==> src/rtl/pulse_gen_if.sv <==
// -----------------------------------------------------------------------------
// pulse_gen_if
// Configuration handshake between a controller and pulse_gen.
//   cfg_valid  : controller offers a configuration
//   cfg_ready  : pulse_gen can take a configuration this cycle
//   cfg_period : period in clock cycles
//   cfg_high   : high time in clock cycles
//   cfg_count  : pulses per run, 0 = continuous
// A configuration transfers on a cycle where cfg_valid && cfg_ready.
// -----------------------------------------------------------------------------
interface pulse_gen_if;
   logic        cfg_valid;
   logic        cfg_ready;
   logic [31:0] cfg_period;
   logic [31:0] cfg_high;
   logic [15:0] cfg_count;

   modport master (
      output cfg_valid, cfg_period, cfg_high, cfg_count,
      input  cfg_ready
   );

   modport slave (
      input  cfg_valid, cfg_period, cfg_high, cfg_count,
      output cfg_ready
   );
endinterface

==> src/rtl/pulse_gen.sv <==
// -----------------------------------------------------------------------------
// pulse_gen
// Programmable pulse-train generator. pulse_out is high for `high` cycles and
// low for `period - high` cycles, for `count` pulses or continuously when
// count is 0. New configurations received mid-run wait in a shadow register
// and are applied only on a period boundary, so no period is ever truncated.
//
// Ports:
//   clk, rst_n : system clock, asynchronous active-low reset
//   cfg        : configuration handshake (pulse_gen_if.slave)
//   start      : single-cycle run request (ignored while busy)
//   stop       : single-cycle graceful stop (finishes the current period)
//   pulse_out  : registered pulse output
//   busy       : high while a run is in progress
//   done       : one-cycle strobe in the first idle cycle after a run
//   pulse_idx  : pulses started in the current run, saturating
// -----------------------------------------------------------------------------
module pulse_gen #(
   parameter logic [31:0] DEF_PERIOD = 32'd100000,
   parameter logic [31:0] DEF_HIGH   = 32'd50000
) (
   input  logic        clk,
   input  logic        rst_n,
   pulse_gen_if.slave  cfg,
   input  logic        start,
   input  logic        stop,
   output logic        pulse_out,
   output logic        busy,
   output logic        done,
   output logic [15:0] pulse_idx
);

   typedef enum logic [2:0] {
      S_IDLE = 3'b001,
      S_HIGH = 3'b010,
      S_LOW  = 3'b100
   } state_t;

   typedef struct packed {
      logic [31:0] period;
      logic [31:0] high;
      logic [15:0] count;
   } cfg_t;

   // Forces any configuration into a legal pulse shape: period >= 2 and
   // 1 <= high <= period - 1, so both phases always last at least a cycle.
   function automatic cfg_t clamp_cfg(input cfg_t c);
      cfg_t r;
      r = c;
      if (r.period < 32'd2)    r.period = 32'd2;
      if (r.high == 32'd0)     r.high   = 32'd1;
      if (r.high >= r.period)  r.high   = r.period - 32'd1;
      return r;
   endfunction

   state_t      state_q, state_d;
   logic [31:0] cnt_q;
   cfg_t        act_q;
   cfg_t        pend_q;
   logic        pend_valid_q;
   logic        stop_pend_q;
   cfg_t        cfg_in;
   logic        accept;
   logic        finishing;
   logic        boundary;

   assign cfg_in        = '{period: cfg.cfg_period, high: cfg.cfg_high, count: cfg.cfg_count};
   // Ready is a pure function of a register, so it never depends on cfg_valid.
   assign cfg.cfg_ready = ~pend_valid_q;
   assign accept        = cfg.cfg_valid && !pend_valid_q;
   assign busy          = (state_q != S_IDLE);

   // A stop arriving in the very last cycle of a period still ends the run
   // at that boundary instead of costing one more full period.
   assign finishing = stop_pend_q || stop ||
                      ((act_q.count != 16'd0) && (pulse_idx >= act_q.count));

   // NOTE: every signal driven here gets a default first so no path leaves it
   // unassigned, which would otherwise infer a latch.
   always_comb begin
      state_d = state_q;
      unique case (state_q)
         S_IDLE:  if (start)                    state_d = S_HIGH;
         S_HIGH:  if (cnt_q == act_q.high)      state_d = S_LOW;
         S_LOW:   if (cnt_q == act_q.period)    state_d = finishing ? S_IDLE : S_HIGH;
         default:                               state_d = S_IDLE;
      endcase
   end

   assign boundary = (state_q == S_LOW) && (state_d == S_HIGH);

   // NOTE: all state below is updated with non-blocking assignments so every
   // register samples the pre-edge values regardless of statement order.
   always_ff @(posedge clk or negedge rst_n) begin
      if (!rst_n) begin
         state_q      <= S_IDLE;
         cnt_q        <= 32'd0;
         act_q        <= '{period: DEF_PERIOD, high: DEF_HIGH, count: 16'd0};
         pend_q       <= '0;
         pend_valid_q <= 1'b0;
         stop_pend_q  <= 1'b0;
         pulse_out    <= 1'b0;
         done         <= 1'b0;
         pulse_idx    <= 16'd0;
      end else begin
         state_q   <= state_d;
         pulse_out <= (state_d == S_HIGH);
         done      <= (state_q == S_LOW) && (state_d == S_IDLE);

         // Counter runs 1..period; it is parked at 0 in IDLE so it can never
         // step past period and overflow.
         if (state_d == S_IDLE)
            cnt_q <= 32'd0;
         else if (state_d == S_HIGH && state_q != S_HIGH)
            cnt_q <= 32'd1;
         else
            cnt_q <= cnt_q + 32'd1;

         if (state_q == S_IDLE && state_d == S_HIGH)
            pulse_idx <= 16'd1;
         else if (boundary && pulse_idx != 16'hFFFF)
            pulse_idx <= pulse_idx + 16'd1;

         if (state_d == S_IDLE)
            stop_pend_q <= 1'b0;
         else if (state_q != S_IDLE && stop)
            stop_pend_q <= 1'b1;

         // In IDLE a config goes straight to active. A config that landed in
         // the shadow on the final edge of a run is applied in IDLE as well,
         // otherwise cfg_ready would stay low until the next run.
         if (state_q == S_IDLE) begin
            if (accept) begin
               act_q <= clamp_cfg(cfg_in);
            end else if (pend_valid_q) begin
               act_q        <= clamp_cfg(pend_q);
               pend_valid_q <= 1'b0;
            end
         end else if (accept) begin
            pend_q       <= cfg_in;
            pend_valid_q <= 1'b1;
         end else if (boundary && pend_valid_q) begin
            act_q        <= clamp_cfg(pend_q);
            pend_valid_q <= 1'b0;
         end
      end
   end

endmodule

==> src/flat_wrapper.sv <==
// flat-port wrapper written by rule: the top's interface ports become plain ports
module pulse_gen_flat 
#(
   parameter logic [31:0] DEF_PERIOD = 32'd100000,
   parameter logic [31:0] DEF_HIGH   = 32'd50000
)
  (clk, rst_n, start, stop, pulse_out, busy, done, pulse_idx, cfg_cfg_valid, cfg_cfg_period, cfg_cfg_high, cfg_cfg_count, cfg_cfg_ready);
  pulse_gen_if cfg_i ();
  input  logic clk;
  input  logic rst_n;
  input  logic start;
  input  logic stop;
  output logic pulse_out;
  output logic busy;
  output logic done;
  output logic [15:0] pulse_idx;
  input wire logic [$bits(cfg_i.cfg_valid)-1:0] cfg_cfg_valid;
  input wire logic [$bits(cfg_i.cfg_period)-1:0] cfg_cfg_period;
  input wire logic [$bits(cfg_i.cfg_high)-1:0] cfg_cfg_high;
  input wire logic [$bits(cfg_i.cfg_count)-1:0] cfg_cfg_count;
  output wire logic [$bits(cfg_i.cfg_ready)-1:0] cfg_cfg_ready;
  assign cfg_i.cfg_valid = cfg_cfg_valid;
  assign cfg_i.cfg_period = cfg_cfg_period;
  assign cfg_i.cfg_high = cfg_cfg_high;
  assign cfg_i.cfg_count = cfg_cfg_count;
  assign cfg_cfg_ready = cfg_i.cfg_ready;
  pulse_gen #(.DEF_PERIOD(DEF_PERIOD), .DEF_HIGH(DEF_HIGH)) u_core (.clk(clk), .rst_n(rst_n), .cfg(cfg_i), .start(start), .stop(stop), .pulse_out(pulse_out), .busy(busy), .done(done), .pulse_idx(pulse_idx));
endmodule
==> config.mk <==
export PLATFORM = sky130hd
export DESIGN_NAME = pulse_gen_flat
export DESIGN_NICKNAME = d
export VERILOG_FILES = /design/src/rtl/pulse_gen_if.sv /design/src/rtl/pulse_gen.sv /design/src/flat_wrapper.sv
export SDC_FILE = /design/constraint.sdc
export NUM_CORES = 1
export LEC_CHECK = 0
export ABC_CLOCK_PERIOD_IN_PS = 7100
export CAP_MARGIN = 20
export CORE_MARGIN = 3
export CORE_UTILIZATION = 45
export CTS_CLUSTER_SIZE = 10
export DETAILED_ROUTE_END_ITERATION = 10
export GPL_TIMING_DRIVEN = 1
export MAX_ROUTING_LAYER = met4
export PLACE_DENSITY = 0.61
export SYNTH_ARGS = -nofsm -noshare
export SYNTH_HDL_FRONTEND = slang
export SYNTH_SLANG_ARGS = --single-unit
==> constraint.sdc <==
create_clock -name clk -period 7.1 [get_ports clk]
set_input_delay 2.13 -clock clk [delete_from_list [all_inputs] [get_ports clk]]
set_output_delay 2.13 -clock clk [all_outputs]
set_load 0.01 [all_outputs]
==> insert_results.sql <==
INSERT INTO impl_metrics (metric_group, metric, value, unit) VALUES
('timing', 'max-slew-margin-rel', '15.2', '%'),
('setup_path', 'critPathLaunchType', 'primary input', ''),
('die', 'die_area', '34400', 'µm²'),
('timing', 'finalSetupViolations', '0', ''),
('synthesis', 'synth.cell_area', '14500', 'µm²'),
('setup_path', 'crit_startpoint', 'cfg_cfg_period[15]', ''),
('routing', 'drt_pre_antenna_iters', '5', ''),
('clocking', 'clock-sinks', '215', ''),
('timing', 'finClkSkew', '0.0136', 'ns'),
('clocking', 'post-cts-setup-buffer-count', '0', ''),
('setup_path', 'r2r_slack', '1.62', 'ns'),
('setup_path', 'crit_path_top_delay_cell', 'sky130_fd_sc_hd__or4_4', ''),
('setup_path', 'setup.worst_path.end', 'u_core.act_q[22]', ''),
('clocking', 'clkTransAtPathRegs', '0.06', 'ns'),
('power', 'static-leakage-power', '7.30', 'nW'),
('clocking', 'h_tree_levels', '1', ''),
('die', 'io-pin-count', '105', ''),
('placement', 'gp_routability_congestion', '0.973', ''),
('clocking', 'clock_latency_late_sink', '0.56', 'ns'),
('placement', 'io_buffer_count', '104', ''),
('global_route', 'global_route.overflow_total', '0', ''),
('die', 'std_cell_rows', '65', ''),
('timing', 'fmax', '0.164', 'GHz'),
('hold_path', 'hold_path_class', 'reg2reg', ''),
('setup_path', 'worst_path_buffer_plus_inverter_count', '4', ''),
('setup_path', 'count_of_cell_instances_traversed_by_the_critical_path', '16', ''),
('setup_path', 'worst_ep_required_time', '7.57', 'ns'),
('routing', 'final_wl', '44000', 'µm'),
('timing', 'timing_hold_violations_final', '0', ''),
('setup_path', 'cp.arrival', '6.57', 'ns'),
('synthesis', 'synth.net_count', '1747', ''),
('routing', 'detail_route.iter0.violations', '800', ''),
('synthesis', 'synth-edff-count', '0', ''),
('die', 'floorplan.core_area', '31600', 'µm²'),
('routing', 'routedWlPerCell', '21.8', 'µm'),
('setup_path', 'crit_path_max_incr_delay', '0.60', 'ns'),
('timing', 'final_worst_path_cycle_share', '85.9', '%'),
('finish', 'proportion_of_layout_cells_with_a_drive_suffix_above_1', '8.80', '%'),
('run', 'maxCapViolCount', '0', ''),
('synthesis', 'synth_async_reset_ratio', '100', '%'),
('global_route', 'antenna_found_initial', '3', ''),
('timing', 'rsz_0062_raised_after_global_routing', 'false', ''),
('synthesis', 'yosys_register_bits', '215', ''),
('timing', 'timing.setup.tns', '0', 'ns'),
('die', 'die_height', '186', 'µm'),
('power', 'pwr_dens', '384', 'nW/µm²'),
('timing', 'slew_viol_final', '0', ''),
('timing', 'final_period_minus_worst_setup_slack', '6.10', 'ns'),
('setup_path', 'timing.setup.critical_path_class', 'in2reg', ''),
('clocking', 'cts.root.buffer_cell', 'sky130_fd_sc_hd__clkbuf_16', ''),
('finish', 'postLayoutCoreUtil', '52.3', '%'),
('routing', 'route.detailed.vias_per_inst', '5.85', ''),
('routing', 'route.vias.total', '11800', ''),
('status', 'outcome', 'finished, final reports clean', ''),
('setup_path', 'critical_path.top_delay_family', 'simple AND/OR/NAND/NOR gates', ''),
('synthesis', 'yosysSeqAreaShare', '37.2', '%'),
('timing', 'final.hold.worst_slack', '0.505', 'ns'),
('setup_path', 'worstReg2RegEnd', 'u_core.act_q[16]', ''),
('timing', 'transition_at_the_pin_with_the_smallest_max_transition_slack', '1.26', 'ns'),
('routing', 'post-route-drc-count', '0', ''),
('power', 'ir_worst_vdd', '0.000348', 'V'),
('routing', 'postRouteAntennaNets', '0', ''),
('power', 'totalPowerFinal', '6.36', 'mW'),
('synthesis', 'synth.yosys.warnings', '0', ''),
('clocking', 'cts_hold_buffers', '0', ''),
('global_route', 'first_global_vias', '11300', ''),
('setup_path', 'worstPathMaxFanout', '14', ''),
('global_route', 'wire_length_of_the_first_global_routing_pass', '67200', 'µm'),
('synthesis', 'avgSynthCellArea', '9.19', 'µm²'),
('synthesis', 'synth_ff_type', 'sky130_fd_sc_hd__dfrtp_1', ''),
('clocking', 'max-clock-path-buffers', '3', '');
==> registers in the layout (all words and copies together), names as in the netlist <==
signal / count
u_core.act_q: 80
u_core.pend_q: 80
u_core.cnt_q: 32
u_core.pulse_idx: 16
u_core.state_q: 3
u_core.done: 1
u_core.pend_valid_q: 1
u_core.pulse_out: 1
u_core.stop_pend_q: 1
==> stage by stage <==
step,std cells,instance area (µm²)
2_1_floorplan,1578,14500
3_3_place_gp,1966,15700
3_5_place_dp,1967,15700
4_1_cts,2016,16500
5_1_grt,2018,16500
6_report,2018,16500
==> logic make-up (layout without fill, tap and decap cells) <==
logic type | Yosys count | in the layout | share of synthesized area, %
buffers and inverters | 285 | 321 | 7.83
adders and majority gates | 84 | 84 | 7.25
and+or+nand+nor | 434 | 434 | 15.1
AOI/OAI and AO/OA | 259 | 259 | 12.3
muxes | 154 | 154 | 11.4
other | 0 | 2 | 0
xor gates and xnor gates | 147 | 147 | 8.88
DFF | 215 | 215 | 37.2
==> synth_stat cells, types with 5 or more instances <==
cell type | instances | area share [%]
sky130_fd_sc_hd__buf_2 | 11 | 0.38
sky130_fd_sc_hd__o221ai_1 | 32 | 1.9
sky130_fd_sc_hd__mux2_1 | 32 | 2.5
sky130_fd_sc_hd__and3_1 | 14 | 0.60
sky130_fd_sc_hd__xnor2_1 | 63 | 3.8
sky130_fd_sc_hd__dfrtp_1 | 202 | 35
sky130_fd_sc_hd__a211oi_1 | 6 | 0.31
sky130_fd_sc_hd__mux2i_1 | 69 | 4.8
sky130_fd_sc_hd__buf_6 | 5 | 0.39
sky130_fd_sc_hd__nand2_1 | 123 | 3.2
sky130_fd_sc_hd__nor3b_1 | 6 | 0.31
sky130_fd_sc_hd__clkbuf_1 | 117 | 3.0
sky130_fd_sc_hd__ha_1 | 84 | 7.2
sky130_fd_sc_hd__dfstp_2 | 13 | 2.4
sky130_fd_sc_hd__nand2b_1 | 15 | 0.65
sky130_fd_sc_hd__a21oi_1 | 30 | 1.0
sky130_fd_sc_hd__or3_1 | 9 | 0.39
sky130_fd_sc_hd__nand3_1 | 41 | 1.4
sky130_fd_sc_hd__o21a_1 | 5 | 0.26
sky130_fd_sc_hd__mux2_2 | 52 | 4.0
sky130_fd_sc_hd__o31ai_1 | 6 | 0.31
sky130_fd_sc_hd__nor3_1 | 25 | 0.86
sky130_fd_sc_hd__xor2_1 | 84 | 5.1
sky130_fd_sc_hd__nor4_1 | 54 | 2.3
sky130_fd_sc_hd__nor2_1 | 84 | 2.2
sky130_fd_sc_hd__o211ai_1 | 66 | 3.4
sky130_fd_sc_hd__a21o_1 | 9 | 0.47
sky130_fd_sc_hd__inv_1 | 146 | 3.8
sky130_fd_sc_hd__and4_1 | 7 | 0.42
sky130_fd_sc_hd__and2_1 | 6 | 0.26
sky130_fd_sc_hd__o21ai_0 | 76 | 2.6
sky130_fd_sc_hd__nand4_1 | 31 | 1.3
==> routing by layer <==
metal | GRT usage (%) | share of wire (%)
met1 | 36.1 | 46
met3 | 4.40 | 6.1
met5 | - | 0
met2 | 39.3 | 45
met4 | 8.19 | 3.2
==> worst min path at each step <==
stage / from / endpoint / slack [ns] / cells past startpoint
after global placement: u_core.pend_q[11] / u_core.pend_q[11] / 0.49 / 1
final: u_core.pend_q[13] / u_core.pend_q[13] / 0.50 / 1
after floorplan: u_core.stop_pend_q / u_core.stop_pend_q / 0.47 / 2
after CTS: u_core.pend_q[4] / u_core.pend_q[4] / 0.51 / 1
after global routing: u_core.pend_q[6] / u_core.pend_q[6] / 0.51 / 1
after detailed placement: u_core.pend_q[15] / u_core.pend_q[15] / 0.49 / 1
==> cell usage in the layout (no fill, tap or decap), types with 4 or more instances in the layout <==
master	instances
sky130_fd_sc_hd__nor3_1	25
sky130_fd_sc_hd__a211oi_1	6
sky130_fd_sc_hd__nand2_1	123
sky130_fd_sc_hd__and3_1	14
sky130_fd_sc_hd__nor3b_1	6
sky130_fd_sc_hd__clkbuf_8	5
sky130_fd_sc_hd__dfrtp_1	202
sky130_fd_sc_hd__nand4_1	31
sky130_fd_sc_hd__xor2_1	84
sky130_fd_sc_hd__or4_1	4
sky130_fd_sc_hd__clkbuf_1	14
sky130_fd_sc_hd__o221ai_1	32
sky130_fd_sc_hd__nand3_1	41
sky130_fd_sc_hd__ha_1	84
sky130_fd_sc_hd__clkdlybuf4s50_1	103
sky130_fd_sc_hd__xnor2_1	63
sky130_fd_sc_hd__and2_1	6
sky130_fd_sc_hd__dfstp_2	13
sky130_fd_sc_hd__nand2b_1	15
sky130_fd_sc_hd__o21a_1	5
sky130_fd_sc_hd__clkbuf_16	27
sky130_fd_sc_hd__mux2_1	32
sky130_fd_sc_hd__a21o_1	9
sky130_fd_sc_hd__o211ai_1	66
sky130_fd_sc_hd__or3_1	9
sky130_fd_sc_hd__mux2_2	52
sky130_fd_sc_hd__nor2_1	81
sky130_fd_sc_hd__o31ai_1	6
sky130_fd_sc_hd__a21oi_1	29
sky130_fd_sc_hd__nor4_1	54
sky130_fd_sc_hd__and4_1	7
sky130_fd_sc_hd__buf_4	18
sky130_fd_sc_hd__mux2i_1	69
sky130_fd_sc_hd__o21ai_0	76
sky130_fd_sc_hd__inv_1	146
sky130_fd_sc_hd__buf_12	4
==> layout make-up <==
type / instances / area, µm² / share of cell area (%)
diodes: 2 / 5.00 / 0.0302
well taps: 402 / 503 / 3.04
repair buffers: 126 / 1260 / 7.62
clock inverters: 3 / 30.0 / 0.181
multi-input cells: 1078 / 8010 / 48.4
inverters: 146 / 548 / 3.31
clock buffers: 46 / 797 / 4.82
flip-flops and latches: 215 / 5400 / 32.6
==> where the power goes <==
| group | internal [mW] | leakage [nW] | switching [mW] |
|---|---|---|---|
| registers | 1.74 | 2.67 | 0.477 |
| clock network | 0.759 | 0.403 | 0.552 |
| logic | 1.21 | 4.23 | 1.62 |
| total | 3.71 | 7.30 | 2.65 |
No activity file was read; power rests on OpenSTA's default activity.
